$ cat src/rtl/dilithium_expand_a_scheduler.sv
// Walks the K x L matrix A of Dilithium ExpandA: for every (row, col) it opens a
// SHAKE128 stream, lets the rejection sampler fill the entry, then releases the stream.
module dilithium_expand_a_scheduler #(
    parameter int K = 6,
    parameter int L = 5
) (
    input  logic         clock,
    input  logic         reset,
    input  logic         start,
    input  logic [255:0] rho,
    output logic         busy,
    output logic         done,
    output logic         init_rtr,
    output logic [255:0] init_seed,
    output logic [15:0]  init_nonce,
    input  logic         init_rts,
    output logic         smp_req,
    input  logic         smp_ack,
    input  logic         smp_done,
    output logic [7:0]   row,
    output logic [7:0]   col
);

    typedef enum logic [2:0] {
        IDLE, REQ, SAMPLE, WAIT_SMP, RELEASE, ADVANCE, DONE
    } state_t;

    localparam logic [7:0] LAST_ROW = 8'(K - 1);
    localparam logic [7:0] LAST_COL = 8'(L - 1);

    state_t       state, state_nxt;
    logic [7:0]   row_nxt, col_nxt;
    logic [255:0] seed_nxt;

    always_ff @(posedge clock) begin
        if (reset) begin
            state     <= IDLE;
            row       <= '0;
            col       <= '0;
            init_seed <= '0;
        end else begin
            state     <= state_nxt;
            row       <= row_nxt;
            col       <= col_nxt;
            init_seed <= seed_nxt;
        end
    end

    // All handshake outputs decode from the state register only, so nothing
    // from the input pins reaches init_rtr or smp_req in the same cycle.
    always_comb begin
        state_nxt = state;
        row_nxt   = row;
        col_nxt   = col;
        seed_nxt  = init_seed;
        busy      = (state != IDLE);
        done      = 1'b0;
        init_rtr  = 1'b0;
        smp_req   = 1'b0;
        case (state)
            IDLE: begin
                if (start) begin
                    seed_nxt  = rho;
                    row_nxt   = '0;
                    col_nxt   = '0;
                    state_nxt = REQ;
                end
            end
            REQ: begin
                init_rtr = 1'b1;
                if (init_rts) state_nxt = SAMPLE;
            end
            SAMPLE: begin
                init_rtr = 1'b1;
                smp_req  = 1'b1;
                // The sampler may finish in the very cycle it accepts.
                if (smp_ack) state_nxt = smp_done ? RELEASE : WAIT_SMP;
            end
            WAIT_SMP: begin
                init_rtr = 1'b1;
                if (smp_done) state_nxt = RELEASE;
            end
            RELEASE: begin
                if (!init_rts) state_nxt = ADVANCE;
            end
            ADVANCE: begin
                if (col < LAST_COL) begin
                    col_nxt   = col + 8'd1;
                    state_nxt = REQ;
                end else if (row < LAST_ROW) begin
                    col_nxt   = '0;
                    row_nxt   = row + 8'd1;
                    state_nxt = REQ;
                end else begin
                    state_nxt = DONE;
                end
            end
            DONE: begin
                done      = 1'b1;
                state_nxt = IDLE;
            end
            default: state_nxt = IDLE;
        endcase
    end

    assign init_nonce = {row, col};

endmodule

$ cat config.mk
export PLATFORM = sky130hd
export DESIGN_NAME = dilithium_expand_a_scheduler
export DESIGN_NICKNAME = d
export VERILOG_FILES = /design/src/rtl/dilithium_expand_a_scheduler.sv
export SDC_FILE = /design/constraint.sdc
export NUM_CORES = 1
export LEC_CHECK = 0
export BUFFER_PORTS_ARGS = -buffer_cell sky130_fd_sc_hd__buf_4
export CAP_MARGIN = 15
export CORE_AREA = 2 2 215 217
export DETAILED_ROUTE_END_ITERATION = 8
export DIE_AREA = 0 0 217 219
export RECOVER_POWER = 100
export SETUP_SLACK_MARGIN = 0.5
export SLEW_MARGIN = 20
export SYNTH_ARGS = -nofsm -noshare
export SYNTH_HDL_FRONTEND = slang
export SYNTH_SLANG_ARGS = --single-unit
$ cat constraint.sdc
create_clock -name clock -period 2.8 [get_ports clock]
set_clock_uncertainty 0.2 [all_clocks]
set_input_delay 0.28 -clock clock [delete_from_list [all_inputs] [get_ports clock]]
set_output_delay 0.28 -clock clock [all_outputs]
set_load 0.01 [all_outputs]
Yosys cells after proc, flatten, opt, wreduce, memory -nomap -nowiden
Index checks and enable logic that the tools add are counted.
W data, S select, Z words.

cells by class
  add/subtract/negate cells = 2
  multiply operators = 0
  divide/modulo/power cells = 0
  order comparisons = 2
  equality and inequality tests = 14
  shift operators = 0
  multiplexer cells = 19
  bitwise gates (word level) = 0
  reduce and logical (&&, ||, !) cells = 8

operators by type and width
  operator               count
  $mux W8                5
  $pmux W8 S2            2
  $mux W3                8
  $pmux W3 S6            1
  $add A8 B1 Y8 const B  2
  $lt A8 B3 Y1 const B   2
  $ne A2 B2 Y1 const B   7
  $eq A3 B3 Y1 const B   3
  $eq A3 B2 Y1 const B   2
  $reduce_and A5 Y1      1
  $reduce_and A4 Y1      1
  $eq A3 B1 Y1 const B   1
  $logic_not A3 Y1       1
  $mux W1                3
  $ne A3 B3 Y1 const B   1
  $reduce_and A3 Y1      1
  $reduce_bool A3 Y1     1
  $reduce_or A3 Y1       1
  $reduce_and A2 Y1      1
  $reduce_bool A2 Y1     1

word-level totals
  register bits = 275
  bits in latches = 0
  bits in writable memories = 0
  memory bits (read-only) = 0
  output and inout bits = 292
  word-level logic and storage cells = 49
  memories = 0

Depth between registers and ports, before layout
Gate-level depths: netlist (run 1).

  word-level depth = 4
  depth in mapped cells = 8
  gate-level depth less buffers = 7

Least setup slack after synthesis (run 1)
Ideal clock, no wire load.

  path kind = reg-to-reg
  from = register row[7]
  to = register col[7]
  library setup time = 0.116 ns
  arrival time = 1.525 ns
  data required time = 2.484 ns
  path slack = 0.959 ns
  cell stages (with the launch flop) = 6
  buffers on the path = 0
  period minus slack after synthesis = 1.841 ns
  path through = dfxtp_1 -> or4_4 -> nor3_4 -> o21ai_0 -> xnor2_1 -> and3_1

on the way
  longest elaborated chain between the ends = 3

ends and longest elaborated chain
  element                             line  text
  start: declaration                  20    output logic [7:0] row,
  start signal: assignment            43    row <= row_nxt;
  $lt A8 B3 Y1                        90    end else if (row < LAST_ROW) begin
  $ne A3 B3 Y1 (no source line)       -
  $reduce_and A3 Y1 (no source line)  -
  end signal: assignment              44    col <= col_nxt;
  end: declaration                    21    output logic [7:0] col

Every way passes these cells.
A chain may end at the register's enable or synchronous reset.

Worst setup path in the final report (run 1)
  from = register row[7]
  to = register col[1]

Same word-level chain as after synthesis.

==> results.toml, run 1 <==
[synthesis]
synth_common_cells = "515 x nand2_1, 275 x dfxtp_1, 261 x a21oi_1, 47 x clkbuf_1, 35 x buf_2"
synth_cell_type_count = 42
synth_top_area_cell = "dfxtp_1"
synthTopCellsByArea = "dfxtp_1 56%, nand2_1 20%, a21oi_1 13%"
yosysSeqAreaShare_pct = 56.24
synthesis.nets = 1501
avgSynthCellArea_um2 = 7.919
synth.most_common_cell = "nand2_1"
ys.flop_type = "dfxtp_1"
synth_cells = 1236
synthArstFlopShare_pct = 0
synth_edf_count = 0
ys_ff_latch = 275
yosysTopAreaCellShare_pct = 56.24
mappedNetlistArea_um2 = 9788
ys_warn_count = 0

[worst_setup_path]
critPathLaunchType = "flop"
crit_chain = "or4_1 -> nor3_1 -> o21ai_2 -> a32oi_1 -> nor2_1"
path_class = "flop to flop"
cp_slowest_cell = "nor3_1"
cp-end-kind = "flop"
crit_required_ns = 3.06
max_stage_delay_ns = 0.64
critPathMaxFanout = 7
reg2reg_depth = 5
worstPathArrival_ns = 2.66

[power_and_ir_drop]
power.density_nw_per_um2 = 668.4
p_leak_nw = 6.744
ir_worst_vdd_mv = 0.5091

[route]
drt_pre_antenna_iters = 5
vias = 11186
wire_per_inst_um = 15.07
drt-initial-drc-count = 556
antenna_left = 0
wirelength_um = 39400
vias_per_cell = 4.279
drc = 0

[clocking]
h-tree-depth = 1
cts_tree = "yes"
clock_latency_ns = 0.58
ctsResizeCount = 0
clk_pin_slew_worst_paths_ns = 0.06
cts_buffers = 31
ctsLongestPathBuffers = 3
root_buffer = "clkbuf_16"
cts_num_sinks = 275

[floorplanning]
start_util_pct = 21.71
num_rows = 78
fp.dieW_um = 217
die_h_um = 219
core-area_um2 = 45090
die-area_um2 = 47520
pin_count = 554

[run]
timing.max_cap.violations = 0

[layout]
fin_cells = 2614
nNetsFinal = 2254
final_layout_size_suffix_gt1_share_pct = 16.58
fill_cells = 4661
syn_to_final_growth_pct = 72.31
diodes = 0

[outcome]
status = "finished, final reports clean"

[place]
dp_cells = 2299
numPortBuffers = 553
gp_congestion = 0.8556
place_hpwl_um = 26030

[sta]
fmax_mhz = 416.4
tightest_slew_ns = 1.065
grt_setup_unrepaired = "false"
period_needed_ns = 2.401
finalHoldViolations = 0
setup_viol = 0
max_slew_margin_pct = 29.02
tns_ns = 0
fin_crit_sh_pct = 85.76
drv_slew = 0

[global_routing]
grt_pass1_vias = 11125
antenna_found_initial = 0
overflow = 0
grt_max_degree = 135
grt_use_total_pct = 15.38
grt_pass1_wl_um = 58790

[min_path]
hold_depth = 2
min_path_type = "primary input to flop"
## area by class of cell
type	count	area, um^2	area share, %
repair buffers	826	5831	34.57
flip-flops and latches	275	5505	32.64
multi-input cells	851	3736	22.15
clock buffers	51	950.9	5.638
well taps	600	750.7	4.451
clock inverters	7	77.57	0.4599
inverters	4	15.01	0.08902
## cell families after synthesis
kind of cell	after synthesis	synth area share (%)
AO/OA/AOI/OAI	278	14.61
XOR/XNOR	3	0.2685
adder cells (fa/ha/maj)	3	0.3835
buffers and inverters	110	5.279
flip-flops	275	56.24
multiplexers	1	0.1150
AND/OR/NAND/NOR	566	23.10
## per-stage QoR
| step | setup slack [ns] | utilization (%) | instance area [um^2] | hold WS (ns) | power, mW |
|---|---|---|---|---|---|
| after global placement | 0.7875 | 31.97 | 14420 | 0.2423 | 7.334 |
| final | 0.3987 | 37.41 | 16870 | 0.04380 | 11.27 |
| after CTS | 0.6435 | 39.96 | 18020 | 0.01550 | 11.77 |
| after floorplan | 0.9595 | - | 9788 | 0.2160 | 5.988 |
| after detailed placement | 0.7678 | 31.97 | 14420 | 0.2468 | 7.381 |
| after global routing | 0.2517 | 37.41 | 16870 | 0.05418 | 11.87 |
## critical path: cells and delay by family, from the launching register on
| kind | cells | cell delay, ns |
|---|---|---|
| AO/OA/AOI/OAI | 2 | 0.52 |
| flip-flops | 1 | 0.33 |
| AND/OR/NAND/NOR | 3 | 1.23 |
## what timing repair did
item	CTS	global route
setup buffers	0	0
hold buffers	257	0
hold endpoints to repair	259	0
## placed cells by master, fill, tap and decap left out, types with 6 or more instances in the layout
cell / n
buf_4: 266
a21oi_1: 261
clkbuf_1: 303
nand2_1: 515
nor2_1: 17
dlygate4sd3_1: 257
o21ai_0: 6
buf_12: 6
clkbuf_8: 11
clkbuf_16: 31
dfxtp_1: 275
## worst paths after layout
| kind | from | end | slack, ns |
|---|---|---|---|
| max | row[7] | col[1] | 0.40 |
| min | reset | init_seed[176] | 0.04 |
| max reg2reg | row[7] | col[1] | 0.40 |
| min reg2reg | init_seed[199] | init_seed[199] | 0.25 |
## metal layers
metal  GRT usage (%)  up-vias  share of wire [%]
li1                -     5483                  -
met1           16.78     5104                 38
met2           27.28      493                 49
met3           4.255      106                7.9
met4           7.831        0                5.1
met5               0        -                  0
## power by group
group          internal, mW  switching [mW]
Combinational          1.04            1.55
Sequential             4.37           0.252
Clock                  2.40            1.66
## state kept, by name, summed over array words and instances (netlist names)
| name | flops |
|---|---|
| col | 8 |
| init_seed | 256 |
| row | 8 |
| state | 3 |
Note: power is estimated with default switching activity, not from simulation.
==> run 2, diff against run 1 <==
Settings changed: CTS_BUF_LIST set to sky130_fd_sc_hd__clkbuf_2 sky130_fd_sc_hd__clkbuf_4 sky130_fd_sc_hd__clkbuf_8, SLEW_MARGIN 20 to unset.
==> run 2 against run 1 <==
Register-to-register slack gained 0.07 ns. Total power increased by 0.45%. Via count rose by 0.91%. Sequential share of layout area is 0.14 points lower. Global-route usage grew 0.31 points. Wire length grew 1.4%. First-iteration DRC count fell by 3.6%. Clock power hardly changed. Clock-buffer cell count up 24. Fmax grew 3.0%. Critical path type unchanged. Critical endpoint is now col[4]. Largest cell class unchanged.
==> results.toml, run 2 (synthesis gave the netlist of run 1 again) <==
[route]
antenna_left = 0
dr_wl_met3_um = 3202
wirelength_um = 39960
vias_per_cell = 4.273
drt_pre_antenna_iters = 5
drc = 0
met1Wirelength_um = 15210
highest_layer = "met4"
vias = 11288
wire_per_inst_um = 15.13
drt-initial-drc-count = 536
dr_wl_met2_um = 19800

[worst_setup_path]
crit_required_ns = 3.08
cp_slowest_cell = "o21ai_0"
critPathMaxFanout = 7
rr_startpoint = "row[0]"
cp-end-kind = "flop"
max_stage_delay_ns = 0.64
path_class = "flop to flop"
rr_endpoint = "col[4]"
critPathLaunchType = "flop"
crit_chain = "inv_1 -> ha_1 -> nor2b_1 -> nor3_4 -> o21ai_0 -> nor2_1 -> o211a_1"
reg2reg_depth = 7
worstPathArrival_ns = 2.61
worst-r2r-setup-slack_ns = 0.47

[place]
placedInstanceArea_um2 = 14420
place_hpwl_um = 26030
dp_slack_ns = 0.7678
gp_congestion = 0.8556
dp_cells = 2299
numPortBuffers = 553

[layout]
final_util_pct = 37.57
final_layout_size_suffix_gt1_share_pct = 18.12
nNetsFinal = 2273
largest_register_ffs = 256
syn_to_final_growth_pct = 73.05
fin_area_um2 = 16940
reg_top3 = "init_seed x256, col x8, row x8"
final_cell_mix = "515 x nand2_1, 293 x clkbuf_1, 275 x dfxtp_1"
top_register = "init_seed"
fill_cells = 4678
diodes = 0
fin_cells = 2642
layout_commonest_cell = "nand2_1"

[clocking]
clk_pin_slew_worst_paths_ns = 0.06
cts_buffers = 49
ctsLongestPathBuffers = 3
clock_latency_ns = 0.59
cts_num_sinks = 275
cts_setup_buffers = 0
h-tree-depth = 2
root_buffer = "clkbuf_8"
cts_tree = "yes"

[sta]
tightest_slew_ns = 1.039
holdWs_ns = 0.09376
setup_viol = 0
setup_ws_ns = 0.4690
fin_crit_sh_pct = 83.25
grt_setup_unrepaired = "false"
max_slew_margin_pct = 30.71
tns_ns = 0
period_needed_ns = 2.331
finalHoldViolations = 0
drv_slew = 0
fmax_mhz = 429.0

[floorplanning]
num_rows = 78
core-area_um2 = 45090
die-area_um2 = 47520
fp.dieW_um = 217
die_h_um = 219
pin_count = 554
start_util_pct = 21.71

[power_and_ir_drop]
finalPower_mw = 11.32
power.density_nw_per_um2 = 668.5
p_leak_nw = 6.830
ir_worst_vdd_mv = 0.3835

[outcome]
status = "finished, final reports clean"

[global_routing]
overflow = 0
grt_max_degree = 135
antenna_found_initial = 0
grt_pass1_wl_um = 59500
grt_use_total_pct = 15.69
grt_pass1_vias = 11261

[min_path]
whs_endpoint = "state[1]"
min_path_type = "primary input to flop"
hp-start = "smp_ack"
hold_depth = 6

[run]
timing.max_cap.violations = 0
## run 2: cell count changes in the layout (fill, tap and decap cells not counted), sizes merged
cell / change
bufinv: +2
buf: -1
dlygate4sd3: +1
inv: -2
clkinvlp: -1
clkinv: +4
clkbuf: +25
## run 2: report_power, final
group / leakage, nW / switching [mW] / internal (mW)
Sequential: 2.26 / 0.252 / 4.37
Combinational: 4.01 / 1.56 / 1.05
Clock: 0.565 / 1.68 / 2.41
Total: 6.83 / 3.49 / 7.83
## run 2: worst max path at each step
stage,start,end
global placement,state[2],init_seed[226]
CTS,state[0],done
detailed placement,state[2],init_seed[40]
global route,state[2],init_seed[33]
floorplan,row[7],col[7]
finish,row[0],col[4]
## run 2: critical path, delay by kind of cell (launching register included)
kind,cells,cell delay [ns]
simple gates,3,0.42
flops,1,0.42
compound gates,2,0.88
buf+inv,1,0.10
fa+ha+maj,1,0.20
## run 2: per-layer routing
| metal | vias up | global-route usage [%] |
|---|---|---|
| met2 | 502 | 27.73 |
| met5 | - | 0 |
| li1 | 5519 | - |
| met1 | 5163 | 16.85 |
| met3 | 104 | 4.823 |
| met4 | 0 | 8.151 |
## run 2: cell type report
type	instances	area [um^2]	area share, %
timing repair buffer	827	5854	34.56
inverter	4	15.01	0.08864
tap	600	750.7	4.432
clock buffer	75	944.7	5.577
sequential	275	5505	32.50
multi-input combinational	851	3739	22.07
clock inverter	10	130.1	0.7682
## run 2: what timing repair did
action,CTS,global route
setup endpoints to repair,0,1
endpoints found under the hold margin,262,0
gates resized for setup,0,1
hold buffers,258,0
==> run 3, diff against run 2 <==
Clock period 2.8 ns to 2.03 ns, I/O delays scaled along.
==> run 3 against run 2 <==
Register-to-register slack worse by 0.41 ns. Via count up 15%. Sequential share of layout area down 7.5 points. Final cell count up 6.2%. Utilization up 11 points. Critical path type unchanged.
==> results.toml, run 3 (synthesis gave the netlist of run 1 again) <==
[power_and_ir_drop]
ir_worst_vdd_mv = 0.6810
comb_power_share_pct = 40.1
internal_power_mw = 13.25
p_leak_nw = 9.741
finalPower_mw = 20.03
power_frac_clock_pct = 27.6
power.density_nw_per_um2 = 906.2
switching_power_mw = 6.776
switching_share_pct = 33.83
p_seq_share_pct = 32.3

[layout]
syn_to_final_growth_pct = 125.8
fill_cells = 4012
final_cell_mix = "373 x buf_4, 292 x nand2_1, 263 x dfxtp_1"
top_register = "init_seed"
reg_top3 = "init_seed x256, col x8, row x8"
fin_cells = 2806
final_layout_size_suffix_gt1_share_pct = 45.69
multi_input_area_um2 = 5724
register_area_um2 = 5528
layout_commonest_cell = "buf_4"
largest_register_ffs = 256
nNetsFinal = 2441

[sta]
fmax_mhz = 507.4
drv_slew = 0
max_slew_margin_pct = 60.55
tns_ns = 0
setup_viol = 0
grt_setup_unrepaired = "true"
holdWs_ns = 0.09678
period_needed_ns = 1.971
fin_crit_sh_pct = 97.08
finalHoldViolations = 0
tightest_slew_ns = 0.5918
setup_ws_ns = 0.05936

[place]
place_hpwl_um = 27200
dp_slack_ns = 0.1122
numPortBuffers = 553
gp_congestion = 0.8251
dp_cells = 2330

[global_routing]
grt_max_degree = 87
grt_use_total_pct = 18.15
overflow = 0
grt_pass1_vias = 12415
antenna_found_initial = 3
grt_pass1_wl_um = 67570

[worst_setup_path]
max_stage_delay_ns = 0.36
worstPathArrival_ns = 2.29
cp-end-kind = "flop"
critPathMaxFanout = 6
path_common_cell = "buf_6"
path_class = "flop to flop"
critPathLaunchType = "flop"
cp_slowest_cell = "dfxtp_4"
crit_chain = "buf_6 -> nor4b_4 -> buf_6 -> buf_16 -> clkbuf_2 -> nand2_2 -> a21oi_2"
reg2reg_depth = 7
crit_required_ns = 2.35

[route]
antenna_left = 0
vias = 13034
drt_pre_antenna_iters = 5
met1Wirelength_um = 21120
vias_per_cell = 4.645
drt-initial-drc-count = 593
dr_wl_met3_um = 4174
wirelength_um = 56870
drc = 0
dr_wl_met2_um = 28620
highest_layer = "met4"
wire_per_inst_um = 20.27

[clocking]
clock_latency_ns = 0.61
cts_num_sinks = 275
cts_tree = "yes"
root_buffer = "clkbuf_8"
h-tree-depth = 2
ctsLongestPathBuffers = 3
clk_pin_slew_worst_paths_ns = 0.06
cts_buffers = 50

[min_path]
hold_depth = 5
min_path_type = "primary input to flop"

[floorplanning]
core-area_um2 = 45090
num_rows = 78
pin_count = 554
start_util_pct = 21.71
die_h_um = 219
fp.dieW_um = 217
die-area_um2 = 47520

[run]
timing.max_cap.violations = 0

[outcome]
status = "finished, final reports clean"
==> run 3: cell count changes in the layout (fill, tap and decap cells not counted), moves of 12 or more <==
cell | before | now
a21oi_1 | 261 | 135
a21oi_2 | 0 | 126
buf_12 | 6 | 28
buf_16 | 0 | 28
buf_4 | 266 | 373
buf_6 | 1 | 59
buf_8 | 0 | 22
clkbuf_1 | 293 | 190
clkbuf_16 | 1 | 22
dfxtp_1 | 275 | 263
nand2_1 | 515 | 292
nand2_2 | 0 | 51
nand2_4 | 0 | 171
==> run 3: power groups by stage <==
stage          Sequential, mW  Clock [mW]  Combinational, mW
6_report                 6.48        5.53               8.02
5_1_grt                  6.53        5.90               8.38
4_1_cts                  6.37        5.59               5.92
3_5_place_dp             6.48           0               3.94
3_3_place_gp             6.45           0               3.89
2_1_floorplan            6.72           0               1.65
==> run 3: per-stage QoR <==
stage          instance area [um^2]  utilization (%)
2_1_floorplan                  9902                -
3_3_place_gp                  14730            32.66
3_5_place_dp                  14730            32.66
4_1_cts                       19780            43.87
5_1_grt                       22100            49.02
6_report                      22100            49.02
==> run 3: layout make-up <==
type / instances / area share [%]
timing repair buffer: 994 / 41.04
sequential: 275 / 25.01
antenna: 2 / 0.02264
clock inverter: 3 / 0.2944
multi-input combinational: 851 / 25.90
tap: 600 / 3.397
inverter: 4 / 0.07925
clock buffer: 77 / 4.257
==> run 3: path summary, 6_finish.rpt <==
check / from / end / slack [ns]
max: state[0] / init_seed[23] / 0.06
min: start / state[0] / 0.1
max reg2reg: state[0] / init_seed[23] / 0.06
min reg2reg: init_seed[85] / init_seed[85] / 0.25
==> run 3: routing by layer <==
layer	vias to the layer above	global-route usage, %
met5	-	0
met4	0	8.927
met3	211	5.696
met2	718	31.84
met1	6201	19.79
li1	5904	-
==> run 3: what timing repair did <==
item	4_1_cts	5_1_grt
hold buffers	260	0
setup buffers	31	40
pin swaps	21	310
endpoints found under the hold margin	268	0
setup endpoints to repair	345	405
gates resized for setup	117	773
cloned	26	37
==> run 3: critical path: cells and delay by family, from the launching register on <==
kind	cells	cell delay, ns
buffers and inverters	4	0.72
AND/OR/NAND/NOR	2	0.43
flip-flops	1	0.36
AO/OA/AOI/OAI	1	0.16
